**src/rtl/alu_exec_ctrl.sv**
```systemverilog
// EX-stage ALU control/execute: single-cycle ALU ops plus iterative mult/div into HI/LO.
// Optional divider enabled by defining ALU_DIV_EN; otherwise div/divu decode as illegal.
module alu_exec_ctrl #(
    parameter int WIDTH = 32
) (
    input  logic             clk,
    input  logic             rst_n,
    input  logic             valid_in,
    output logic             ready_in,
    input  logic [1:0]       ALUOp,
    input  logic [5:0]       Function,
    input  logic [WIDTH-1:0] a,
    input  logic [WIDTH-1:0] b,
    output logic             valid_out,
    output logic [WIDTH-1:0] result,
    output logic             zero,
    output logic             illegal,
    output logic [WIDTH-1:0] hi,
    output logic [WIDTH-1:0] lo
);

    localparam int CW = (WIDTH > 1) ? $clog2(WIDTH) : 1;

`ifdef ALU_DIV_EN
    typedef enum logic [1:0] {IDLE, MUL, DIV, DONE} state_t;
`else
    typedef enum logic [1:0] {IDLE, MUL, DONE} state_t;
`endif

    state_t            state_q, state_d;
    logic [CW-1:0]     cnt_q, cnt_d;
    logic              ready_q, ready_d;
    logic              valid_out_q, valid_out_d;
    logic [WIDTH-1:0]  result_q, result_d;
    logic              zero_q, zero_d;
    logic              illegal_q, illegal_d;
    logic [WIDTH-1:0]  hi_q, hi_d;
    logic [WIDTH-1:0]  lo_q, lo_d;
    logic [WIDTH-1:0]  acc_q, acc_d;
    logic [WIDTH-1:0]  work_q, work_d;
    logic [WIDTH-1:0]  opnd_q, opnd_d;
    logic              neg_q, neg_d;

    logic [WIDTH-1:0]  dec_res;
    logic              dec_ill;
    logic              dec_mul;
    logic              dec_signed;
    logic              accept;
    logic [WIDTH-1:0]  a_mag;
    logic [WIDTH-1:0]  b_mag;
    logic [WIDTH:0]    mul_sum;
    logic [2*WIDTH-1:0] prod_mag;
    logic [2*WIDTH-1:0] prod;

`ifdef ALU_DIV_EN
    logic              dec_div;
    logic              rneg_q, rneg_d;
    logic              dz_q, dz_d;
    logic [WIDTH-1:0]  a_q, a_d;
    logic [WIDTH:0]    div_shift;
    logic              div_ge;
    logic [WIDTH-1:0]  div_rem;
    logic [WIDTH-1:0]  div_quo;
`endif

    assign ready_in  = ready_q;
    assign valid_out = valid_out_q;
    assign result    = result_q;
    assign zero      = zero_q;
    assign illegal   = illegal_q;
    assign hi        = hi_q;
    assign lo        = lo_q;

    assign accept = valid_in && ready_q;

    always_comb begin
        dec_res    = '0;
        dec_ill    = 1'b0;
        dec_mul    = 1'b0;
        dec_signed = 1'b0;
`ifdef ALU_DIV_EN
        dec_div    = 1'b0;
`endif
        case (ALUOp)
            2'b00: dec_res = a + b;
            2'b01: dec_res = a - b;
            2'b11: dec_res = {{(WIDTH-1){1'b0}}, ($signed(a) < $signed(b))};
            default: begin
                case (Function)
                    6'b100000, 6'b100001: dec_res = a + b;
                    6'b100010, 6'b100011: dec_res = a - b;
                    6'b100100: dec_res = a & b;
                    6'b100101: dec_res = a | b;
                    6'b100110: dec_res = a ^ b;
                    6'b100111: dec_res = ~(a | b);
                    6'b101010: dec_res = {{(WIDTH-1){1'b0}}, ($signed(a) < $signed(b))};
                    6'b101011: dec_res = {{(WIDTH-1){1'b0}}, (a < b)};
                    6'b010000: dec_res = hi_q;
                    6'b010010: dec_res = lo_q;
                    6'b011000: begin dec_mul = 1'b1; dec_signed = 1'b1; end
                    6'b011001: dec_mul = 1'b1;
`ifdef ALU_DIV_EN
                    6'b011010: begin dec_div = 1'b1; dec_signed = 1'b1; end
                    6'b011011: dec_div = 1'b1;
`endif
                    default: dec_ill = 1'b1;
                endcase
            end
        endcase
    end

    assign a_mag = (dec_signed && a[WIDTH-1]) ? -a : a;
    assign b_mag = (dec_signed && b[WIDTH-1]) ? -b : b;

    // Shift-add step: add multiplicand when the multiplier LSB is set, then shift {acc,work} right.
    assign mul_sum  = {1'b0, acc_q} + (work_q[0] ? {1'b0, opnd_q} : '0);
    assign prod_mag = {mul_sum, work_q[WIDTH-1:1]};
    assign prod     = neg_q ? -prod_mag : prod_mag;

`ifdef ALU_DIV_EN
    // Restoring step: shift next dividend bit into the remainder and subtract if it fits.
    assign div_shift = {acc_q, work_q[WIDTH-1]};
    assign div_ge    = (div_shift >= {1'b0, opnd_q});
    assign div_rem   = div_ge ? WIDTH'(div_shift - {1'b0, opnd_q}) : div_shift[WIDTH-1:0];
    assign div_quo   = {work_q[WIDTH-2:0], div_ge};
`endif

    always_comb begin
        state_d     = state_q;
        cnt_d       = cnt_q;
        ready_d     = ready_q;
        valid_out_d = 1'b0;
        result_d    = result_q;
        zero_d      = zero_q;
        illegal_d   = illegal_q;
        hi_d        = hi_q;
        lo_d        = lo_q;
        acc_d       = acc_q;
        work_d      = work_q;
        opnd_d      = opnd_q;
        neg_d       = neg_q;
`ifdef ALU_DIV_EN
        rneg_d      = rneg_q;
        dz_d        = dz_q;
        a_d         = a_q;
`endif
        case (state_q)
            IDLE: begin
                if (accept) begin
                    if (dec_mul) begin
                        state_d = MUL;
                        ready_d = 1'b0;
                        cnt_d   = CW'(WIDTH - 1);
                        acc_d   = '0;
                        work_d  = b_mag;
                        opnd_d  = a_mag;
                        neg_d   = dec_signed && (a[WIDTH-1] ^ b[WIDTH-1]);
`ifdef ALU_DIV_EN
                    end else if (dec_div) begin
                        state_d = DIV;
                        ready_d = 1'b0;
                        cnt_d   = CW'(WIDTH - 1);
                        acc_d   = '0;
                        work_d  = a_mag;
                        opnd_d  = b_mag;
                        neg_d   = dec_signed && (a[WIDTH-1] ^ b[WIDTH-1]);
                        rneg_d  = dec_signed && a[WIDTH-1];
                        dz_d    = (b == '0);
                        a_d     = a;
`endif
                    end else begin
                        valid_out_d = 1'b1;
                        result_d    = dec_res;
                        zero_d      = (dec_res == '0);
                        illegal_d   = dec_ill;
                    end
                end
            end
            MUL: begin
                acc_d  = mul_sum[WIDTH:1];
                work_d = {mul_sum[0], work_q[WIDTH-1:1]};
                if (cnt_q == '0) begin
                    state_d     = DONE;
                    valid_out_d = 1'b1;
                    hi_d        = prod[2*WIDTH-1:WIDTH];
                    lo_d        = prod[WIDTH-1:0];
                    result_d    = prod[WIDTH-1:0];
                    zero_d      = (prod[WIDTH-1:0] == '0);
                    illegal_d   = 1'b0;
                end else begin
                    cnt_d = cnt_q - 1'b1;
                end
            end
`ifdef ALU_DIV_EN
            DIV: begin
                acc_d  = div_rem;
                work_d = div_quo;
                if (cnt_q == '0) begin
                    state_d     = DONE;
                    valid_out_d = 1'b1;
                    illegal_d   = 1'b0;
                    if (dz_q) begin
                        lo_d     = '1;
                        hi_d     = a_q;
                        result_d = '1;
                        zero_d   = 1'b0;
                    end else begin
                        lo_d     = neg_q ? -div_quo : div_quo;
                        hi_d     = rneg_q ? -div_rem : div_rem;
                        result_d = neg_q ? -div_quo : div_quo;
                        zero_d   = (div_quo == '0);
                    end
                end else begin
                    cnt_d = cnt_q - 1'b1;
                end
            end
`endif
            DONE: begin
                state_d = IDLE;
                ready_d = 1'b1;
            end
            default: begin
                state_d = IDLE;
                ready_d = 1'b1;
            end
        endcase
    end

    always_ff @(posedge clk) begin
        if (!rst_n) begin
            state_q     <= IDLE;
            cnt_q       <= '0;
            ready_q     <= 1'b1;
            valid_out_q <= 1'b0;
            result_q    <= '0;
            zero_q      <= 1'b0;
            illegal_q   <= 1'b0;
            hi_q        <= '0;
            lo_q        <= '0;
            acc_q       <= '0;
            work_q      <= '0;
            opnd_q      <= '0;
            neg_q       <= 1'b0;
`ifdef ALU_DIV_EN
            rneg_q      <= 1'b0;
            dz_q        <= 1'b0;
            a_q         <= '0;
`endif
        end else begin
            state_q     <= state_d;
            cnt_q       <= cnt_d;
            ready_q     <= ready_d;
            valid_out_q <= valid_out_d;
            result_q    <= result_d;
            zero_q      <= zero_d;
            illegal_q   <= illegal_d;
            hi_q        <= hi_d;
            lo_q        <= lo_d;
            acc_q       <= acc_d;
            work_q      <= work_d;
            opnd_q      <= opnd_d;
            neg_q       <= neg_d;
`ifdef ALU_DIV_EN
            rneg_q      <= rneg_d;
            dz_q        <= dz_d;
            a_q         <= a_d;
`endif
        end
    end

endmodule

```
**config.mk**
```make
export PLATFORM = sky130hd
export DESIGN_NAME = alu_exec_ctrl
export DESIGN_NICKNAME = d
export VERILOG_FILES = /design/src/rtl/alu_exec_ctrl.sv
export SDC_FILE = /design/constraint.sdc
export NUM_CORES = 1
export LEC_CHECK = 0
export BUFFER_PORTS_ARGS = -buffer_cell sky130_fd_sc_hd__buf_2
export CAP_MARGIN = 20
export CELL_PAD_IN_SITES_DETAIL_PLACEMENT = 0
export CELL_PAD_IN_SITES_GLOBAL_PLACEMENT = 1
export CORE_MARGIN = 3
export CORE_UTILIZATION = 49
export DETAILED_ROUTE_END_ITERATION = 12
export PLACE_DENSITY = 0.87
export SYNTH_ARGS = -nofsm -noshare
export SYNTH_HDL_FRONTEND = slang
export SYNTH_SLANG_ARGS = --single-unit
```
**constraint.sdc**
```tcl
create_clock -name clk -period 13.9 [get_ports clk]
set_input_delay 4.17 -clock clk [delete_from_list [all_inputs] [get_ports clk]]
set_output_delay 4.17 -clock clk [all_outputs]
set_load 0.03 [all_outputs]
```
==> metrics <==
worst path bufs/invs=2; CP most frequent cell=nor4_1; DR DRC count=0; Pwr per Cell Area=77.1 nW/um^2; Final TNS setup=0 ps; post-synthesis cell type count=84; GR Util All Layers=40.7%; vias per cell=6.96; postcts setup bufs=0; final hold viol count=0; share of flip-flops with an asynchronous set or reset=0%; clk sinks=204; top-count cell post-synth=nor2_1; Ports=175; clk_lat worst skew=520 ps; minimum clock period=8480 ps; HPWL after detailed placement=69.3 mm; sequential power share=36.8%; top cell family by delay on the critical path=simple AND/OR/NAND/NOR gates; H-Tree Depth=1; die height=206 um; clock tree buffer depth=3; worst slew pin tran=1060 ps; share of cells above drive strength 1=10.9%; clk_skew=13.1 ps; row cnt=72; setup slack after layout=5420 ps; CTS Buf Count=21; DR iter-0 viols=3,049; WL final=89.7 mm; Die X=206 um; CTS root buffer=clkbuf_16; die area=42,300 um^2; final setup vio count=0; Max FO, Critical Path=19; syn_area_per_cell=7.34 um^2; initial antenna violation count=0; hold path start=result[24]; synthesized instance count=2,664; DP Cell Count=3,187; final worst path period share=61.0%; Post-synth EDFFs=0; max-slew violation count=0; CP max-delay cell=nor4_1; DRT antenna net count=0; Place WS=5090 ps; Setup crit start kind=primary input; dominant synthesized flop cell=dfxtp_1; Yosys top cell area share=20.9%; Cell Chain, Critical Path=buf_2, inv_1, ha_1, nor4_1, nand3_1, nor4_1, o21ai_0, a211o_1, a222oi_1, nand4b_1, nor4_1, nand4_1, o41ai_2; vias in the first global route=20,400; Worst Hold Class=reg -> reg; Arrival @ worst endpoint=8910 ps; Post-Syn Nets=2,878; gr ovfl total=0; critical path class=in -> reg; GP Congestion=1.07; slowest stage delay, CP=750 ps; CORE AREA=39,000 um^2; TritonCTS clock tree=done; Slew Limit Headroom=29.4%; CP required=14,320 ps; fin nets=2,907; Sw Share=34.9%; Clock Power Share=35.6%; first-pass GRT wire length=131 mm; synth warn=0; RSZ-0062 raised after global routing=false; Critical Path Sink Type=register; VDD IR-drop max=0.0933 mV; max cap viols=0; mean routed wirelength per cell=27.8 um; largest net degree at the start of global routing=106; Yosys top cell by area=dfxtp_1; status=finished clean; Seq/Total Area, Yosys=20.9%; port buffer count=174; final non-filler cell total=3,223; initial core utilization=50.1%; n_diodes=0; Internal Power=1070 uW; Reg clk slew, reported paths=70 ps; Via Count=22,400; worst reg2reg path startpoint=work_q[0]; combinational share of power=27.5%; top post-synthesis cells by area=dfxtp_1 (21%), ha_1 (8.7%), nor2_1 (5.4%), a21oi_1 (5.2%), xnor2_1 (5.2%); Highest Clock Rate=118 MHz; Net Switching=574 uW; hold_buf cts=0; LEAKAGE=0.00870 uW; Critical Path Source=b[20]; area delta synth->final=9.05%; final hold slack=453 ps; drt pass-1 iters=7; cell area after synthesis=19,600 um^2; post-cts resize count=0; Yosys reg bits=204; synth cell count leaders=nor2_1 (281), dfxtp_1 (204), a21oi_1 (203)
==> worst min-delay path, cell delays in order, from the launching register on <==
cell and delay (ps):
dfxtp_1 310, nand2_1 50, a21oi_1 50
==> worst paths after layout <==
path | endpoint | slack (ps) | depth (start not counted)
worst max register to register | hi[29] | 8740 | 12
worst max-delay path | zero | 5420 | 13
worst min-delay path | result[24] | 450 | 2
worst min register to register | result[24] | 450 | 2
==> metrics by stage <==
step	instance area [um^2]	total power (uW)	util (%)
after floorplan	19600	890	-
after global placement	20600	1050	52.9
after detailed placement	20600	1050	52.9
after CTS	21300	1630	54.6
after global routing	21300	1690	54.7
final	21300	1640	54.7
==> power by group through the flow <==
stage / combinational [uW] / clock [uW] / sequential, uW
floorplan: 261 / 0 / 629
global placement: 433 / 0 / 617
detailed placement: 434 / 0 / 617
CTS: 435 / 587 / 604
global route: 474 / 614 / 605
finish: 453 / 586 / 606
==> sequential cells by signal, indices dropped and copies added (netlist names) <==
register and count:
result 32, zero 1, valid_out 1, cnt_q 5
acc_q 32, work_q 32, lo 32, neg_q 1
opnd_q 32, state_q 2, ready_in 1, illegal 1
hi 32
==> cell type report <==
cell class | instances | area [um^2]
Timing Repair Buffer | 200 | 1070
Inverter | 144 | 546
Fill cell | 3845 | 17700
Clock buffer | 28 | 602
Multi-Input combinational cell | 2122 | 14300
Tap cell | 518 | 648
Clock inverter | 7 | 88.8
Sequential cell | 204 | 4090
==> kinds of logic after synthesis <==
logic type | after synthesis | share of synthesized area, %
flip-flops | 204 | 20.9
multiplexers | 21 | 1.11
AO/OA/AOI/OAI | 950 | 34.2
AND/OR/NAND/NOR | 864 | 21.6
XOR/XNOR | 148 | 6.63
buffers and inverters | 338 | 6.56
adder cells (fa/ha/maj) | 139 | 9.01
==> layer usage <==
layer  wire (um)  track usage (%)  share of wire [%]
met4        6950             24.7                7.7
met2       37200             60.2                 41
met3        9520             8.16                 11
met1       36000             54.3                 40
met5           0                0                  0
==> cell usage in the layout (no fill, tap or decap), types with 14 or more instances in the layout <==
cell | Yosys | routed
and2_1 | 58 | 57
xnor2_1 | 116 | 116
inv_1 | 142 | 142
nor2_1 | 281 | 278
buf_4 | 0 | 25
clkbuf_16 | 0 | 21
nand2b_1 | 31 | 30
a222oi_1 | 18 | 18
a221oi_1 | 41 | 41
buf_2 | 5 | 174
a221o_1 | 30 | 30
a21o_1 | 38 | 38
nor2b_1 | 18 | 17
or4_1 | 15 | 15
o41ai_1 | 19 | 19
or2_2 | 14 | 14
ha_1 | 136 | 136
a21oi_1 | 203 | 201
nand4_1 | 36 | 36
o21a_1 | 14 | 14
mux2i_1 | 15 | 15
nor4_1 | 33 | 31
a31oi_1 | 27 | 26
a211o_1 | 21 | 21
xor2_1 | 32 | 32
nand2_1 | 172 | 172
nor3_1 | 59 | 57
o21ai_0 | 133 | 133
dfxtp_1 | 204 | 203
a22oi_1 | 39 | 39
or3_1 | 28 | 28
a211oi_1 | 110 | 110
nand3_1 | 56 | 56
o211ai_1 | 41 | 41
o31ai_1 | 54 | 53
and3_1 | 26 | 26
Power figures use the tool's default switching activity.
